<file path="config.mk">
export PLATFORM = sky130hd
export DESIGN_NAME = hamming_secded_decoder
export DESIGN_NICKNAME = d
export VERILOG_FILES = /design/src/rtl/hamming_pkg.sv /design/src/rtl/hamming_syndrome.sv /design/src/rtl/hamming_secded_decoder.sv
export SDC_FILE = /design/constraint.sdc
export NUM_CORES = 1
export LEC_CHECK = 0
export BUFFER_PORTS_ARGS = -buffer_cell sky130_fd_sc_hd__clkbuf_2
export CORE_UTILIZATION = 27
export CTS_BUF_LIST = sky130_fd_sc_hd__clkbuf_8
export CTS_CLUSTER_SIZE = 30
export DETAILED_ROUTE_END_ITERATION = 16
export HOLD_SLACK_MARGIN = 0.12
export MAX_ROUTING_LAYER = met4
export PLACE_DENSITY = 0.68
export SYNTH_ARGS = -nofsm -noshare
export SYNTH_HDL_FRONTEND = slang
export SYNTH_SLANG_ARGS = --single-unit
</file>
<file path="constraint.sdc">
create_clock -name clk -period 1.7 [get_ports clk]
set_clock_uncertainty 0.2 [all_clocks]
set_input_delay 0.34 -clock clk [delete_from_list [all_inputs] [get_ports clk]]
set_output_delay 0.34 -clock clk [all_outputs]
set_load 0.01 [all_outputs]
</file>
<file path="src/rtl/hamming_pkg.sv">
// Shared types and sizing helpers for the SECDED Hamming decoder.
// Codeword layout: Hamming positions in bits 0..CW_W-2, overall parity on top.
package hamming_pkg;

    typedef enum logic [1:0] {
        CLEAN,
        SEC,
        DED
    } cls_t;

    function automatic int parity_bits(input int data_w);
        int p;
        p = 1;
        while ((1 << p) < data_w + p + 1) begin
            p++;
        end
        return p;
    endfunction

    function automatic int cw_width(input int data_w);
        return data_w + parity_bits(data_w) + 1;
    endfunction

endpackage

</file>
<file path="src/rtl/hamming_syndrome.sv">
// Combinational syndrome, overall parity, classification and correction
// for one SECDED codeword.
module hamming_syndrome
    import hamming_pkg::*;
#(
    parameter int DATA_W = 4,
    localparam int P = parity_bits(DATA_W),
    localparam int CW_W = cw_width(DATA_W)
) (
    input  logic [CW_W-1:0]   cw,
    output logic [P-1:0]      syn,
    output logic              q,
    output logic [DATA_W-1:0] data,
    output cls_t              cls
);

    logic [CW_W-1:0] fixed;
    logic            flip;
    int              k;

    always_comb begin
        syn = '0;
        for (int i = 0; i < CW_W - 1; i++) begin
            if (cw[i]) begin
                syn = syn ^ P'(i + 1);
            end
        end
        q = ^cw;

        cls  = CLEAN;
        flip = 1'b0;
        if (syn == '0) begin
            cls = q ? SEC : CLEAN;
        end else if (q && (int'(syn) <= CW_W - 1)) begin
            cls  = SEC;
            flip = 1'b1;
        end else begin
            // even-weight error, or a syndrome pointing past the codeword
            cls = DED;
        end

        fixed = cw;
        for (int i = 0; i < CW_W - 1; i++) begin
            if (flip && (syn == P'(i + 1))) begin
                fixed[i] = ~fixed[i];
            end
        end

        // data bits sit on the non-power-of-two positions, ascending
        data = '0;
        k    = 0;
        for (int pos = 1; pos < CW_W; pos++) begin
            if ((pos & (pos - 1)) != 0) begin
                data[k] = fixed[pos-1];
                k++;
            end
        end
    end

endmodule

</file>
<file path="src/rtl/hamming_secded_decoder.sv">
// SECDED decoder with a one-entry registered output stage and a
// valid/ready handshake; error counters built in with HAMMING_ERR_CNT_EN.
module hamming_secded_decoder
    import hamming_pkg::*;
#(
    parameter int DATA_W = 4,
    parameter int CNT_W = 16,
    localparam int P = parity_bits(DATA_W),
    localparam int CW_W = cw_width(DATA_W)
) (
    input  logic              clk,
    input  logic              rst,
    input  logic [CW_W-1:0]   in_cw,
    input  logic              in_valid,
    output logic              in_ready,
    output logic [DATA_W-1:0] out_data,
    output logic              out_sec,
    output logic              out_ded,
    output logic              out_valid,
    input  logic              out_ready,
    input  logic              cnt_clr,
    output logic [CNT_W-1:0]  sec_cnt,
    output logic [CNT_W-1:0]  ded_cnt
);

    logic [P-1:0]      syn;
    logic              q;
    logic [DATA_W-1:0] fix_data;
    cls_t              cls;
    logic              accept;

    hamming_syndrome #(
        .DATA_W(DATA_W)
    ) u_syn (
        .cw  (in_cw),
        .syn (syn),
        .q   (q),
        .data(fix_data),
        .cls (cls)
    );

    assign in_ready = !out_valid || out_ready;
    assign accept   = in_valid && in_ready;

    always_ff @(posedge clk or posedge rst) begin
        if (rst) begin
            out_valid <= 1'b0;
            out_data  <= '0;
            out_sec   <= 1'b0;
            out_ded   <= 1'b0;
        end else if (accept) begin
            out_valid <= 1'b1;
            out_data  <= fix_data;
            out_sec   <= (cls == SEC);
            out_ded   <= (cls == DED);
        end else if (out_ready) begin
            out_valid <= 1'b0;
        end
    end

`ifdef HAMMING_ERR_CNT_EN
    always_ff @(posedge clk or posedge rst) begin
        if (rst) begin
            sec_cnt <= '0;
            ded_cnt <= '0;
        end else if (cnt_clr) begin
            sec_cnt <= '0;
            ded_cnt <= '0;
        end else if (accept) begin
            if ((cls == SEC) && (sec_cnt != '1)) begin
                sec_cnt <= sec_cnt + CNT_W'(1);
            end
            if ((cls == DED) && (ded_cnt != '1)) begin
                ded_cnt <= ded_cnt + CNT_W'(1);
            end
        end
    end
`else
    assign sec_cnt = '0;
    assign ded_cnt = '0;
`endif

endmodule

</file>
==> flow_summary.json <==
{
  "status": "finished with violations",
  "violations": "DRC",
  "hold_depth": 4,
  "routed_wl_mm": 1.569,
  "yosys.area.top_type": "buf_4",
  "critical_path_arrival_ns": 1.07,
  "drt_iter0_markers": 39,
  "min-delay-start": "in_valid",
  "clock_path_buffers": 2,
  "postCtsSetupRepairBufs": 0,
  "synth-seq-cells": 7,
  "vias_per_cell": 4.112,
  "fin_nets": 152,
  "syn_area_um2": 837.1,
  "setup_slack_ns": 0.08931,
  "crit_path_max_incr_delay_ns": 0.36,
  "synth_top_area_share_pct": 28.70,
  "drtAntennaViolNets": 0,
  "synth_seq_area_share_pct": 20.93,
  "die_w_um": 57.68,
  "hold_slack_ns": 0.2728,
  "clk_pin_slew_ns": 0.04,
  "gp_congestion": 0.8652,
  "leakagePower_nw": 0.5031,
  "reg2reg_depth": 4,
  "fin_area_mm2": 0.001012,
  "critPathCaptureType": "primary output",
  "clk-insertion-delay-late_ns": 0.23,
  "rr_startpoint": "out_valid$_DFFE_PP0P_",
  "peakVddDrop_mv": 0.1903,
  "ys.flop_type": "dfrtp_1",
  "cts_buffers": 3,
  "fin_cells": 169,
  "grt_pass1_wl_mm": 2.580,
  "avgSynthCellArea_um2": 8.049,
  "io_pins": 53,
  "track_usage_pct": 10.61,
  "synth_cells": 104,
  "drtPass1Iterations": 10,
  "r2r_end": "out_data[2]$_DFFE_PP0P_",
  "seq_area_um2": 175.2,
  "htree_levels": 1,
  "grt.overflow.total": 0,
  "finalCritPeriodShare_pct": 94.75,
  "p_total_mw": 0.7786,
  "critPathTopFamily": "flip-flops",
  "critical_path_class": "flip-flop to primary output",
  "rows": 19,
  "hold_class": "input pin to flip-flop",
  "crit_required_ns": 1.16,
  "place_hpwl_mm": 1.344,
  "synth.area.top_cells": "buf_4 29%, dfrtp_1 21%, xnor2_1 8.4%",
  "power_density_mw_per_mm2": 769.2,
  "initial_core_util_pct": 29.34,
  "hold_end": "out_valid$_DFFE_PP0P_",
  "yosysWarnings": 0,
  "start_kind": "flip-flop",
  "cpMaxStageDelayCell": "dfrtp_1",
  "yosysUniqueCellTypes": 22,
  "route.vias.total": 695,
  "filler_cell_count": 304,
  "cap_violations": 0,
  "final_util_pct": 35.48,
  "grt_pass1_vias": 620,
  "coreArea_mm2": 0.002853,
  "antenna_found_initial": 0,
  "fin_crit_ns": 1.611,
  "synth_edf_count": 0,
  "r2r_setup_slack_ns": 0.12,
  "crit_chain": "nor2b_4 -> buf_4 -> inv_1 -> clkbuf_2",
  "hold_viol_final": 0,
  "setup_viol": 0,
  "final_layout_size_suffix_gt1_share_pct": 29.71,
  "dp_slack_ns": -0.1220,
  "fmaxAchievable_mhz": 620.9,
  "cts_sinks": 7,
  "portBuffers": 19,
  "synthArstFlopShare_pct": 100.0,
  "rsz0062_at_grt": "false",
  "die_area_mm2": 0.003327,
  "multi_input_area_um2": 539.3,
  "path_max_fanout": 4,
  "antennaDiodeCount": 0,
  "cts-root-buf": "clkbuf_8",
  "drc": 4,
  "syn2layout_area_growth_pct": 20.93,
  "place_inst": 164,
  "drt-wirelength-per-cell_um": 9.284,
  "setup_tns_ns": 0,
  "critPathBufInv": 3,
  "finalMaxSlewViolations": 0,
  "die_h_um": 57.68,
  "grt_max_degree": 8,
  "place_area_um2": 942.2,
  "cts_tree": "done"
}
cell families after synthesis:
group	count (synthesis)	share of synthesized area, %
xor+xnor	15	17.49
compound gates	14	13.30
buf+inv	37	31.24
simple gates	30	16.59
flops	7	20.93
other cells	1	0.4480
cells in the final DEF (no fill, tap or decap):
master	Yosys	layout
a2111o_1	2	2
nand4_1	1	1
buf_4	32	13
a211oi_1	4	4
conb_1	1	32
dlygate4sd3_1	0	1
clkbuf_2	2	19
or3_2	1	1
xor2_1	5	5
inv_1	3	4
nor2b_4	0	1
nand3_1	8	8
clkbuf_8	0	3
o21ai_1	1	1
o211ai_1	4	4
xor2_2	2	2
dfrtp_1	7	7
xnor2_2	0	2
a31oi_1	1	1
or3_1	1	1
xnor2_1	8	6
o2111ai_1	2	2
nor3_1	4	4
nand2_1	12	12
nor2_1	2	2
power breakdown:
part	switching [mW]	internal, mW
logic	0.194	0.144
registers	0.0160	0.200
clock network	0.0698	0.156
area by class of cell:
| class | count | area share [%] |
|---|---|---|
| inverter | 3 | 1.112 |
| tap | 31 | 3.832 |
| sequential | 7 | 17.31 |
| clock inverter | 1 | 0.3708 |
| multi-input combinational | 91 | 53.28 |
| clock buffer | 3 | 4.079 |
| timing repair buffer | 33 | 20.02 |
metal layers:
metal / up-vias / GRT usage, % / share of wire [%]
met3: 5 / 0.6696 / 6.3
met2: 34 / 17.77 / 50
met4: 0 / 7.143 / 2.7
li1: 356 / - / -
met1: 300 / 12.21 / 41
met5: - / - / 0
worst max-delay path by stage:
stage	from	endpoint	cells past startpoint
2_1_floorplan	in_cw[6]	out_data[2]$_DFFE_PP0P_	5
3_3_place_gp	in_cw[3]	out_data[1]$_DFFE_PP0P_	6
3_5_place_dp	in_cw[3]	out_data[1]$_DFFE_PP0P_	6
4_1_cts	out_valid$_DFFE_PP0P_	out_data[2]$_DFFE_PP0P_	4
5_1_grt	in_cw[5]	out_data[2]$_DFFE_PP0P_	5
6_report	out_valid$_DFFE_PP0P_	in_ready	4
sequential cells by signal (all words and copies together) (netlist names):
| register | count |
|---|---|
| out_data | 4 |
| out_ded | 1 |
| out_sec | 1 |
| out_valid | 1 |
cell usage after synthesis (all sizes together) (3+ instances only):
library cell / number
nor3: 4
a211oi: 4
buf: 32
xor2: 7
inv: 3
nand2: 12
xnor2: 8
o211ai: 4
dfrtp: 7
nand3: 8
tightest hold or removal path: cells and delay by family:
kind / cells / cell delay (ns)
buffers and inverters: 3 / 0.28
AND/OR/NAND/NOR: 1 / 0.05
what timing repair did:
action,in CTS,in global routing
hold buffers,1,0
resized for setup,0,2
endpoints found under the hold margin,7,0
endpoints found under the setup margin,0,2
(Power assumes the default switching activity.)
